[src/rtl/kmap_lut_engine.sv]
// Runtime-loadable 2^NIN-entry truth table (value + care planes) with a census scan FSM.
// Eval latency 1 cycle, in_ready = !out_valid | out_ready; cfg_ready is low while scanning.
module kmap_lut_engine #(
    parameter int                  NIN       = 4,
    parameter logic [2**NIN-1:0]   INIT_VAL  = 16'hDD0C,
    parameter logic [2**NIN-1:0]   INIT_CARE = 16'hDDEF,
    parameter int                  DC_MODE   = 0,
    parameter int                  CW        = NIN + 1
) (
    input  logic           clk,
    input  logic           areset,
    input  logic           in_valid,
    output logic           in_ready,
    input  logic [NIN-1:0] in_vec,
    output logic           out_valid,
    input  logic           out_ready,
    output logic           out_bit,
    output logic           out_dc,
    input  logic           cfg_valid,
    output logic           cfg_ready,
    input  logic [NIN-1:0] cfg_addr,
    input  logic           cfg_val,
    input  logic           cfg_care,
    input  logic           scan_start,
    output logic           scan_busy,
    output logic           scan_done,
    output logic [CW-1:0]  ones_cnt,
    output logic [CW-1:0]  dc_cnt
);

    localparam int               D        = 2**NIN;
    localparam logic [NIN-1:0]   IDX_LAST = {NIN{1'b1}};
    localparam logic [NIN-1:0]   IDX_INC  = {{(NIN-1){1'b0}}, 1'b1};
    localparam logic [CW-1:0]    CNT_INC  = {{(CW-1){1'b0}}, 1'b1};

    typedef enum logic {
        ST_IDLE = 1'b0,
        ST_SCAN = 1'b1
    } state_t;

    logic [D-1:0]   r_val;
    logic [D-1:0]   r_care;

    logic           r_out_valid;
    logic           r_out_bit;
    logic           r_out_dc;
    logic           r_last_cared;

    state_t         r_state;
    state_t         w_state_nxt;
    logic [NIN-1:0] r_idx;
    logic [NIN-1:0] w_idx_nxt;
    logic [CW-1:0]  r_ones;
    logic [CW-1:0]  w_ones_nxt;
    logic [CW-1:0]  r_dc;
    logic [CW-1:0]  w_dc_nxt;
    logic           r_scan_done;
    logic           w_scan_done_nxt;

    logic           w_in_ready;
    logic           w_accept;
    logic           w_ent_val;
    logic           w_ent_care;
    logic           w_dc_bit;
    logic           w_cfg_ready;
    logic           w_cfg_we;

    // ---------------- evaluate path ----------------
    assign w_in_ready = !r_out_valid | out_ready;
    assign w_accept   = in_valid & w_in_ready;
    assign w_ent_val  = r_val[in_vec];
    assign w_ent_care = r_care[in_vec];

    always_comb begin
        w_dc_bit = 1'b0;
        if (DC_MODE == 1) begin
            w_dc_bit = 1'b1;
        end else if (DC_MODE == 2) begin
            w_dc_bit = r_last_cared;
        end
    end

    always_ff @(posedge clk or posedge areset) begin
        if (areset) begin
            r_out_valid  <= 1'b0;
            r_out_bit    <= 1'b0;
            r_out_dc     <= 1'b0;
            r_last_cared <= 1'b0;
        end else begin
            if (w_accept) begin
                r_out_valid <= 1'b1;
                r_out_dc    <= !w_ent_care;
                r_out_bit   <= w_ent_care ? w_ent_val : w_dc_bit;
                if (w_ent_care) begin
                    r_last_cared <= w_ent_val;
                end
            end else if (out_ready) begin
                r_out_valid <= 1'b0;
            end
        end
    end

    // ---------------- config path ----------------
    // The lookup above reads the pre-edge table, so a same-cycle write is seen only by later vectors.
    assign w_cfg_ready = (r_state == ST_IDLE);
    assign w_cfg_we    = cfg_valid & w_cfg_ready;

    always_ff @(posedge clk or posedge areset) begin
        if (areset) begin
            r_val  <= INIT_VAL;
            r_care <= INIT_CARE;
        end else if (w_cfg_we) begin
            r_val[cfg_addr]  <= cfg_val;
            r_care[cfg_addr] <= cfg_care;
        end
    end

    // ---------------- scan FSM ----------------
    always_ff @(posedge clk or posedge areset) begin
        if (areset) begin
            r_state     <= ST_IDLE;
            r_idx       <= '0;
            r_ones      <= '0;
            r_dc        <= '0;
            r_scan_done <= 1'b0;
        end else begin
            r_state     <= w_state_nxt;
            r_idx       <= w_idx_nxt;
            r_ones      <= w_ones_nxt;
            r_dc        <= w_dc_nxt;
            r_scan_done <= w_scan_done_nxt;
        end
    end

    always_comb begin
        w_state_nxt     = r_state;
        w_idx_nxt       = r_idx;
        w_ones_nxt      = r_ones;
        w_dc_nxt        = r_dc;
        w_scan_done_nxt = 1'b0;
        case (r_state)
            ST_IDLE: begin
                if (scan_start) begin
                    w_ones_nxt  = '0;
                    w_dc_nxt    = '0;
                    w_idx_nxt   = '0;
                    w_state_nxt = ST_SCAN;
                end
            end
            ST_SCAN: begin
                if (r_care[r_idx] & r_val[r_idx]) begin
                    w_ones_nxt = r_ones + CNT_INC;
                end
                if (!r_care[r_idx]) begin
                    w_dc_nxt = r_dc + CNT_INC;
                end
                if (r_idx == IDX_LAST) begin
                    w_state_nxt     = ST_IDLE;
                    w_scan_done_nxt = 1'b1;
                end else begin
                    w_idx_nxt = r_idx + IDX_INC;
                end
            end
            default: begin
                w_state_nxt = ST_IDLE;
            end
        endcase
    end

    assign in_ready  = w_in_ready;
    assign out_valid = r_out_valid;
    assign out_bit   = r_out_bit;
    assign out_dc    = r_out_dc;
    assign cfg_ready = w_cfg_ready;
    assign scan_busy = (r_state == ST_SCAN);
    assign scan_done = r_scan_done;
    assign ones_cnt  = r_ones;
    assign dc_cnt    = r_dc;

endmodule

[config.mk]
export PLATFORM = sky130hd
export DESIGN_NAME = kmap_lut_engine
export DESIGN_NICKNAME = d
export VERILOG_FILES = /design/src/rtl/kmap_lut_engine.sv
export SDC_FILE = /design/constraint.sdc
export NUM_CORES = 1
export LEC_CHECK = 0
export CORE_MARGIN = 1.5
export CORE_UTILIZATION = 30
export DETAILED_ROUTE_END_ITERATION = 16
export PLACE_DENSITY_LB_ADDON = 0.08
export SYNTH_ARGS = -nofsm -noshare
export SYNTH_HDL_FRONTEND = slang
export SYNTH_SLANG_ARGS = --single-unit
[constraint.sdc]
create_clock -name clk -period 5.3 [get_ports clk]
set_input_delay 1.06 -clock clk [delete_from_list [all_inputs] [get_ports clk]]
set_output_delay 1.06 -clock clk [all_outputs]
set_load 0.03 [all_outputs]
; ---- Word-level counts from Yosys, hierarchy flattened
; Cells that the tools add are included.
; Widths: inputs -> output; s select.
[word_totals]
n_memories = 0
mem_bits_rw = 0
out_inout_bits = 17
input_bits = 16
word_cells = 62
latch_bits = 0
regBits = 51
romBits = 0
[op_classes]
reduce_logical = 7
n_lt_le_gt_ge = 4
mux = 28
add_sub_neg = 3
bitwise_logic = 5
div_mod_pow = 0
eq_ne = 5
shift = 0
mul = 0
[op_table]
columns = operator, count
row1 = $bwmux 16, 2
row2 = $pmux 5 s2, 2
row3 = $bmux 1 s4, 4
row4 = $lt 4x5->1 const B, 3
row5 = $mux 5, 3
row6 = $mux 1, 12
row7 = $add 5x1->5 const B, 2
row8 = $mux 4, 2
row9 = $pmux 4 s2, 1
row10 = $ne 2x2->1 const B, 3
row11 = $reduce_and 2->1, 3
row12 = $add 4x1->4 const B, 1
row13 = $demux 1 s4, 1
row14 = $eq 4x4->1 const B, 1
row15 = $ge 4x1->1 const B, 1
row16 = $and 1x1->1, 3
row17 = $logic_not 1->1, 2
row18 = $ne 2x1->1 const B, 1
row19 = $pmux 1 s2, 1
row20 = $reduce_bool 2->1, 1
row21 = $logic_and 1x1->1, 1
row22 = $not 1->1, 1
row23 = $or 1x1->1, 1

; ---- Logic depth before layout (Yosys ltp)
; Gate-level depths: netlist (run 1).
[depth]
ltp_word = 5
depth_mapped = 7
ltp_nobuf = 5

; ---- Worst setup path after synthesis (run 1)
; No wires, ideal clock.
[synth_path]
path_type = in2reg
from = input in_vec[2]
to = register r_out_bit (netlist: out_bit)
setup_time_ps = 126
n_path_buf = 1
t_required_ps = 5174
slack_ps = 2772
cell_stages = 5
arrival_ps = 2402
cell_sequence = clkbuf_1 mux4_2 mux4_2 inv_1 o31ai_1
[synth_via]
elab_chain_cells = 3
word_cells_on_any_way = 5
cone_classes = mux (5)
[synth_rtl]
columns = item, line
row1 = start: declaration, 14  ; input logic [NIN-1:0] in_vec,
row2 = "$bmux 1 s4, on equally long branches", "71, 72"
row3 = "$mux 1, on equally long branches", "71, 72"
row4 = $mux 1 *, 93  ; r_out_bit <= w_ent_care ? w_ent_val : w_dc_bit;
row5 = end signal: assignment, 93
row6 = end: declaration, 45  ; logic r_out_bit;
; Every way passes the cells marked *; elsewhere a longest branch is shown, timed or not. The select of a mux whose other input is x is not followed.
; A chain may end at the register's enable or synchronous reset.

; ---- Worst setup path in the final report (run 1)
[layout_path]
from = input out_ready
to = output in_ready
[layout_via]
elab_chain_cells = 1
[layout_rtl]
columns = item, line
row1 = start: declaration, 16  ; input logic out_ready,
row2 = $or 1x1->1, 69  ; assign w_in_ready = !r_out_valid | out_ready;
row3 = end: declaration, 13  ; output logic in_ready,
; No other way between the ends.

==> flow_summary.toml, run 1 <==
[setup_path]
crit_family = "buffers and inverters"
slowest_stage = "clkdlybuf4s50_1"
cp.depth = 3
path_cells = "clkdlybuf4s50_1 > nand2b_1 > clkdlybuf4s50_1"
worst-path-max-fanout = 3
cp.arrival_ns = 2.32
cp_num_buf_inv = 2
crit_required_ns = 4.24
path_class = "in2out"
r2r_cells = 5
critPathMaxStageDelay_ns = 0.68
crit_top_cell = "clkdlybuf4s50_1"
setup.worst_path.end_class = "output port"
start_kind = "input port"

[cts]
postCtsSetupRepairBufs = 0
cts_tree = "yes"
max-clock-path-buffers = 2
clkSinkCount = 51
htree_num_levels = 2
root_buffer = "clkbuf_8"
path_clk_slew_ns = 0.09
cts_resized = 0
cts_hold_buf = 0
tritoncts.num_buffers = 5
worstSkewPairLatency_ns = 0.31

[timing]
setup_tns_ns = 0
setup_viol = 0
rsz0062_at_grt = "no"
max_slew_margin = 0.272
worst_pin_slew_ns = 1.06
skew_ns = 0.00809
period_share = 0.637
max_freq_ghz = 0.296
hold-worst-slack_ns = 0.493
hold_viol_final = 0
slew_viol_final = 0
timing.final.ws_setup_ns = 1.92
min_period_ns = 3.38

[die]
initial_core_util = 0.305
ios = 33
row_count = 35
fp.coreArea_um2 = 9150
die_h_um = 99.5
fp.dieW_um = 99.5
die_area_um2 = 9910

[synth]
ys_types = 36
syn-instance-count = 232
yosysSeqAreaShare = 0.466
yosys_warnings = 0
synth-seq-cells = 51
synth_area_per_cell_um2 = 12.0
netlist_area_um2 = 2800
syn_nets = 251

[run_status]
status = "finished, final reports clean"

[finish]
multi_input_area_um2 = 1410
fin_nets = 280
fin_area_um2 = 3300
area_delta_synth_final_pct = 18.0
final-seq-area_um2 = 1300
drive_gt1_frac = 0.282
n_fill_cell = 908
insertedDiodeCount = 0

[pwr]
clkPwrFrac = 0.153
powerDensity_nw_per_um2 = 465
p_seq_frac = 0.466
switchingPower_mw = 0.562
leakagePower_nw = 1.34
p_int_mw = 0.973
p_sw_frac = 0.366
max-vdd-ir-drop_v = 0.000212
p_comb_frac = 0.380

[global_routing]
globalRouteTotalUtil = 0.140
antenna_found_initial = 0
grt_max_degree = 35
grt_pass1_wl_um = 10800
grt_pass1_vias = 1944
gr-total-overflow = 0

[route]
vias = 1918
drt-pass1-iter-count = 4
vias_per_cell = 5.14
drtIter0Drc = 53
wl_per_cell_um = 17.2
antenna_left = 0
wirelength_um = 6400
drc = 0

[placement]
post-place-ws_ns = 1.92
post_dp_cell_area_um2 = 3210
place_congestion = 0.708
port_buffers = 32
hpwl_um = 4800

[job]
maxCapViolations = 0

[worst_hold_path]
whs_path_depth = 1
hold_path.class = "reg2reg"
## synth_stat cells
library cell	instances	area share
o21ai_0	3	0.0054
nand2b_1	2	0.0045
buf_6	1	0.0040
o21ai_1	4	0.0072
nor3_1	2	0.0036
dfrtp_1	30	0.27
dfstp_2	21	0.20
clkbuf_1	6	0.0081
o21a_1	1	0.0027
nor3b_1	1	0.0027
nand4_1	2	0.0045
mux2_2	35	0.14
inv_1	8	0.011
a22oi_1	2	0.0054
or4_1	2	0.0054
nor2b_1	10	0.022
o31ai_1	3	0.0081
ha_1	3	0.013
nor2_1	10	0.013
o311ai_1	2	0.0063
o211ai_1	5	0.013
nand3_1	6	0.011
and2b_1	1	0.0027
xor2_1	2	0.0063
a32o_1	1	0.0036
a21oi_1	2	0.0036
o22ai_1	1	0.0022
o221ai_1	2	0.0063
nand2_1	28	0.038
a211oi_1	1	0.0027
buf_2	4	0.0072
mux4_2	9	0.073
and2_1	2	0.0045
mux2i_1	14	0.050
mux4_1	4	0.038
and3_1	2	0.0045
## kinds of logic (layout without fill, tap and decap cells)
kind of cell	Yosys count	in the layout	synth area share
xor gates and xnor gates	2	2	0.00627
AOI/OAI and AO/OA	27	27	0.0667
buffers and inverters	19	49	0.0300
DFF	51	51	0.466
muxes	62	62	0.301
and+or+nand+nor	68	68	0.116
adders and majority gates	3	3	0.0134
## state kept, by name, indices dropped and copies added (netlist names)
name and count:
dc_cnt 5, ones_cnt 5, out_bit 1, out_dc 1, out_valid 1, r_care 16
r_idx 4, r_val 16, scan_busy 1, scan_done 1
## layout by cell type, fill, tap and decap left out, drive strengths merged, types with 5 or more instances in the layout
master and instances:
clkbuf 7, clkdlybuf4s50 32, dfrtp 30, dfstp 21, inv 8, mux2 35, mux2i 14, mux4 13
nand2 28, nand3 6, nor2 10, nor2b 10, o211ai 5, o21ai 7
## layout make-up
type / count / share of cell area
timing repair buffer: 33 / 0.0994
multi-input combinational: 162 / 0.427
clock buffer: 7 / 0.0262
tap: 111 / 0.0421
inverter: 8 / 0.00910
clock inverter: 1 / 0.00152
sequential: 51 / 0.395
## path summary, 6_finish.rpt
kind                                           endpoint                  start  slack (ns)
worst max-delay path                           in_ready              out_ready        1.92
worst min-delay path              dc_cnt[4]$_DFFE_PP0P_  dc_cnt[4]$_DFFE_PP0P_        0.49
worst max register to register  ones_cnt[3]$_DFFE_PP0P_   r_idx[2]$_DFFE_PP0P_        2.58
worst min register to register    dc_cnt[4]$_DFFE_PP0P_  dc_cnt[4]$_DFFE_PP0P_        0.49
max in group asynchronous         r_val[12]$_DFFE_PP1P_                 areset        3.43
min in group asynchronous          r_val[6]$_DFFE_PP0P_                 areset        1.05
## routing by layer
metal | global-route usage | routed length [µm]
met1 | 0.198 | 3130
met2 | 0.226 | 3030
met3 | 0.0218 | 182
met4 | 0.0358 | 61
met5 | 0 | 0
## power by group through the flow
stage               sequential (mW)  combinational (mW)  clock, mW
finish                        0.716               0.584      0.235
global route                  0.742               0.641      0.262
CTS                           0.718               0.594      0.245
detailed placement            0.726               0.592          0
global placement              0.723               0.586          0
floorplan                     0.697               0.429          0
## worst reg2reg max path: cells and delay by family, from the launching register on
family	cells	cell delay [ns]
mux	4	1.46
flops	1	0.83
compound gates	1	0.36
## metrics by stage
| step | utilization | total power [mW] | instances |
|---|---|---|---|
| after floorplan | - | 1.13 | 232 |
| after global placement | 0.351 | 1.31 | 365 |
| after detailed placement | 0.351 | 1.32 | 365 |
| after CTS | 0.360 | 1.56 | 373 |
| after global routing | 0.360 | 1.65 | 373 |
| final | 0.360 | 1.53 | 373 |
Power figures use the tool's default switching activity.
==> run 2: changes to the inputs <==
Clock period 5.3 ns to 3.3 ns, I/O delays scaled along.
==> flow_summary.toml, run 2 (synthesis results as in run 1) <==
[die]
die_area_um2 = 9910
ios = 33
fp.dieW_um = 99.5
row_count = 35
initial_core_util = 0.305
fp.coreArea_um2 = 9150
die_h_um = 99.5

[cts]
postCtsSetupRepairBufs = 0
cts_resized = 0
cts_tree = "yes"
path_clk_slew_ns = 0.10
cts_hold_buf = 0
tritoncts.num_buffers = 5
root_buffer = "clkbuf_8"
max-clock-path-buffers = 2
htree_num_levels = 2
worstSkewPairLatency_ns = 0.31
clkSinkCount = 51

[setup_path]
r2r-end = "dc_cnt[3]$_DFFE_PP0P_"
r2r_cells = 5
path_class = "reg2out"
start_kind = "register"
cp.arrival_ns = 1.96
r2r_slack_ns = 0.70
crit_required_ns = 2.64
worst-path-max-fanout = 15
rr_startpoint = "r_idx[0]$_DFFE_PP0P_"
setup.worst_path.end_class = "output port"

[timing]
period_share = 0.793
hold_viol_final = 0
timing.final.ws_setup_ns = 0.682
max_freq_ghz = 0.382
min_period_ns = 2.62
max_slew_margin = 0.317
skew_ns = 0.0138
slew_viol_final = 0
rsz0062_at_grt = "no"
setup_tns_ns = 0
setup_viol = 0
worst_pin_slew_ns = 0.995

[route]
antenna_left = 0
drt-pass1-iter-count = 4
wl_per_cell_um = 16.7
wirelength_um = 6260
vias_per_cell = 5.07
vias = 1901
drtIter0Drc = 62
drc = 0

[finish]
final-seq-area_um2 = 1300
final_util = 0.367
final_common_cell = "mux2_2"
multi_input_area_um2 = 1410
area_delta_synth_final_pct = 20.1
drive_gt1_frac = 0.292
fin_nets = 282
n_fill_cell = 906
largestRegisters = "r_care (16), r_val (16)"
mostFrequentLayoutCells = "mux2_2, clkdlybuf4s50_1, dfrtp_1"
insertedDiodeCount = 0

[worst_hold_path]
hold_start = "dc_cnt[4]$_DFFE_PP0P_"
whs_path_depth = 1
worstHoldEndpoint = "dc_cnt[4]$_DFFE_PP0P_"
hold_path.class = "reg2reg"

[placement]
post-place-ws_ns = 0.549
place_congestion = 0.735
port_buffers = 32
hpwl_um = 4740

[pwr]
max-vdd-ir-drop_v = 0.000245
powerDensity_nw_per_um2 = 764
power_mw = 2.56
leakagePower_nw = 1.37

[job]
maxCapViolations = 0

[global_routing]
gr-total-overflow = 0
antenna_found_initial = 0
grt_pass1_vias = 1856
grt_pass1_wl_um = 10400
grt_max_degree = 30
globalRouteTotalUtil = 0.136

[run_status]
status = "finished, final reports clean"
## run 2: cell types whose count changed in the layout (fill, tap and decap cells not counted), sizes merged
cell	previous run	this run
clkbuf	7	6
clkinv	1	0
buf	1	3
inv	8	9
bufinv	0	1
## run 2: per-stage QoR
stage,area (µm²),cells,hold WS [ns]
2_1_floorplan,2800,232,0.488
3_3_place_gp,3240,367,0.482
3_5_place_dp,3240,367,0.480
4_1_cts,3360,375,0.493
5_1_grt,3360,375,0.503
6_report,3360,375,0.488
## run 2: area by class of cell
| type | count | share of cell area |
|---|---|---|
| Multi-Input combinational cell | 162 | 0.420 |
| Sequential cell | 51 | 0.388 |
| Timing Repair Buffer | 35 | 0.106 |
| Tap cell | 111 | 0.0414 |
| Clock buffer | 6 | 0.0246 |
| Clock inverter | 2 | 0.0116 |
| Inverter | 8 | 0.00895 |
## run 2: metal layers
metal | track usage | vias up | wire, µm
met5 | 0 | - | 0
met4 | 0.0358 | 0 | 51
met3 | 0.0260 | 4 | 170
met2 | 0.214 | 33 | 2960
met1 | 0.191 | 951 | 3070
li1 | - | 913 | -
## run 2: worst max-delay path by stage
| stage | from | to | slack, ns |
|---|---|---|---|
| floorplan | in_vec[2] | out_bit$_DFFE_PP0P_ | 1.17 |
| global placement | in_vec[0] | out_bit$_DFFE_PP0P_ | 0.57 |
| detailed placement | in_vec[0] | out_bit$_DFFE_PP0P_ | 0.55 |
| CTS | r_idx[0]$_DFFE_PP0P_ | dc_cnt[3]$_DFFE_PP0P_ | 0.64 |
| global route | r_idx[0]$_DFFE_PP0P_ | dc_cnt[3]$_DFFE_PP0P_ | 0.50 |
| finish | scan_busy$_DFF_PP0_ | cfg_ready | 0.68 |
## run 2: power breakdown
part / switching, mW / internal, mW
sequential: 0.237 / 0.889
clock: 0.223 / 0.250
combinational: 0.455 / 0.511
total: 0.915 / 1.65
## run 2: critical path, stage by stage (launching register included)
cell and delay (ns):
dfrtp_1 0.57, inv_1 0.34, clkdlybuf4s50_1 0.73
==> run 3: changes to the inputs <==
Clock period 3.3 ns to 2.5 ns, I/O delays scaled along.
==> flow_summary.toml, run 3 (synthesis results as in run 1) <==
[finish]
final_cells = 384
drive_gt1_frac = 0.311
area_delta_synth_final_pct = 21.8
insertedDiodeCount = 0
mostFrequentLayoutCells = "mux2_2, clkdlybuf4s50_1, dfrtp_1"
fin_nets = 291
final_common_cell = "mux2_2"
largestRegisters = "r_care (16), r_val (16)"

[cts]
tritoncts.num_buffers = 5
cts_hold_buf = 0
cts_resized = 0
cts_tree = "yes"
clkSinkCount = 51
worstSkewPairLatency_ns = 0.31
root_buffer = "clkbuf_8"
max-clock-path-buffers = 2
htree_num_levels = 2
path_clk_slew_ns = 0.10
postCtsSetupRepairBufs = 0

[pwr]
leakagePower_nw = 1.41
powerDensity_nw_per_um2 = 979
max-vdd-ir-drop_v = 0.000353

[global_routing]
antenna_found_initial = 0
grt_max_degree = 36
globalRouteTotalUtil = 0.140
gr-total-overflow = 0
grt_pass1_wl_um = 10600
grt_pass1_vias = 1932

[placement]
port_buffers = 32
dp.cells = 376
place_congestion = 0.726
hpwl_um = 4960

[timing]
min_period_ns = 2.27
setup_tns_ns = 0
skew_ns = 0.0124
hold_viol_final = 0
setup_viol = 0
max_freq_ghz = 0.440
slew_viol_final = 0
max_slew_margin = 0.631
rsz0062_at_grt = "no"
period_share = 0.908
worst_pin_slew_ns = 0.552

[die]
die_h_um = 99.5
row_count = 35
fp.coreArea_um2 = 9150
ios = 33
die_area_um2 = 9910
initial_core_util = 0.305
fp.dieW_um = 99.5

[route]
drtIter0Drc = 76
wirelength_um = 6490
antenna_left = 0
drt-pass1-iter-count = 4
wl_per_cell_um = 16.9
vias_per_cell = 5.10
drc = 0
vias = 1959

[run_status]
status = "finished, final reports clean"

[setup_path]
path_cells = "mux4_1 > mux2i_1 > mux2i_1 > buf_4 > buf_4 > o211ai_1 > o31ai_1"
slowest_stage = "mux4_1"
worst-path-max-fanout = 8
start_kind = "register"
cp.arrival_ns = 2.46
path_class = "reg2reg"
crit_required_ns = 2.69
critPathMaxStageDelay_ns = 0.60
setup.worst_path.end_class = "register"

[worst_hold_path]
hold_path.class = "in2async"

[job]
maxCapViolations = 0
-- run 3: cell types whose count changed in the layout (fill, tap and decap cells not counted), sizes merged --
cell,before,now
buf,3,12
bufinv,1,0
clkinv,0,2
inv,9,8
-- run 3: metrics by stage --
stage	worst slack (ns)	utilization	hold slack (ns)	instance area, µm²	total power [mW]
2_1_floorplan	0.532	-	0.488	2800	2.39
3_3_place_gp	0.121	0.362	0.471	3320	2.87
3_5_place_dp	0.111	0.362	0.475	3320	2.88
4_1_cts	0.196	0.372	0.478	3410	3.38
5_1_grt	0.0155	0.372	0.499	3410	3.58
6_report	0.229	0.372	0.477	3410	3.34
-- run 3: path summary, 6_finish.rpt --
check	start	end	slack [ns]	cells after the start
max in group asynchronous	areset	r_val[12]$_DFFE_PP1P_	1.44	3
setup reg to reg	r_idx[0]$_DFFE_PP0P_	dc_cnt[4]$_DFFE_PP0P_	0.23	7
setup / recovery	r_idx[0]$_DFFE_PP0P_	dc_cnt[4]$_DFFE_PP0P_	0.23	7
min in group clk	out_bit$_DFFE_PP0P_	out_bit$_DFFE_PP0P_	0.49	2
hold reg to reg	out_bit$_DFFE_PP0P_	out_bit$_DFFE_PP0P_	0.49	2
hold / removal	areset	r_val[6]$_DFFE_PP0P_	0.48	2
-- run 3: layout make-up --
class / count / area, µm²
flip-flops and latches: 51 / 1300
inverters: 8 / 30.0
multi-input cells: 162 / 1410
clock inverters: 2 / 17.5
well taps: 111 / 139
repair buffers: 44 / 435
clock buffers: 6 / 72.6
fillers: 934 / 5750
-- run 3: routing by layer --
| metal | track usage | vias to the layer above | part of all wire |
|---|---|---|---|
| met4 | 0.0520 | 0 | 0.017 |
| met3 | 0.0246 | 9 | 0.025 |
| met2 | 0.224 | 40 | 0.48 |
| met1 | 0.189 | 978 | 0.48 |
| li1 | - | 932 | - |
| met5 | 0 | - | 0 |
-- run 3: worst max-delay path, delay by kind of cell (launching register included) --
kind	cells	cell delay, ns
muxes	3	1.00
DFF	1	0.56
AOI/OAI and AO/OA	2	0.25
buffers and inverters	2	0.34
-- run 3: power breakdown --
part           leakage [nW]  internal (mW)  switching, mW  total (mW)
combinational         0.756          0.732          0.619        1.35
sequential            0.605           1.18          0.312        1.49
clock                0.0454          0.202          0.295       0.497
total                  1.41           2.11           1.23        3.34
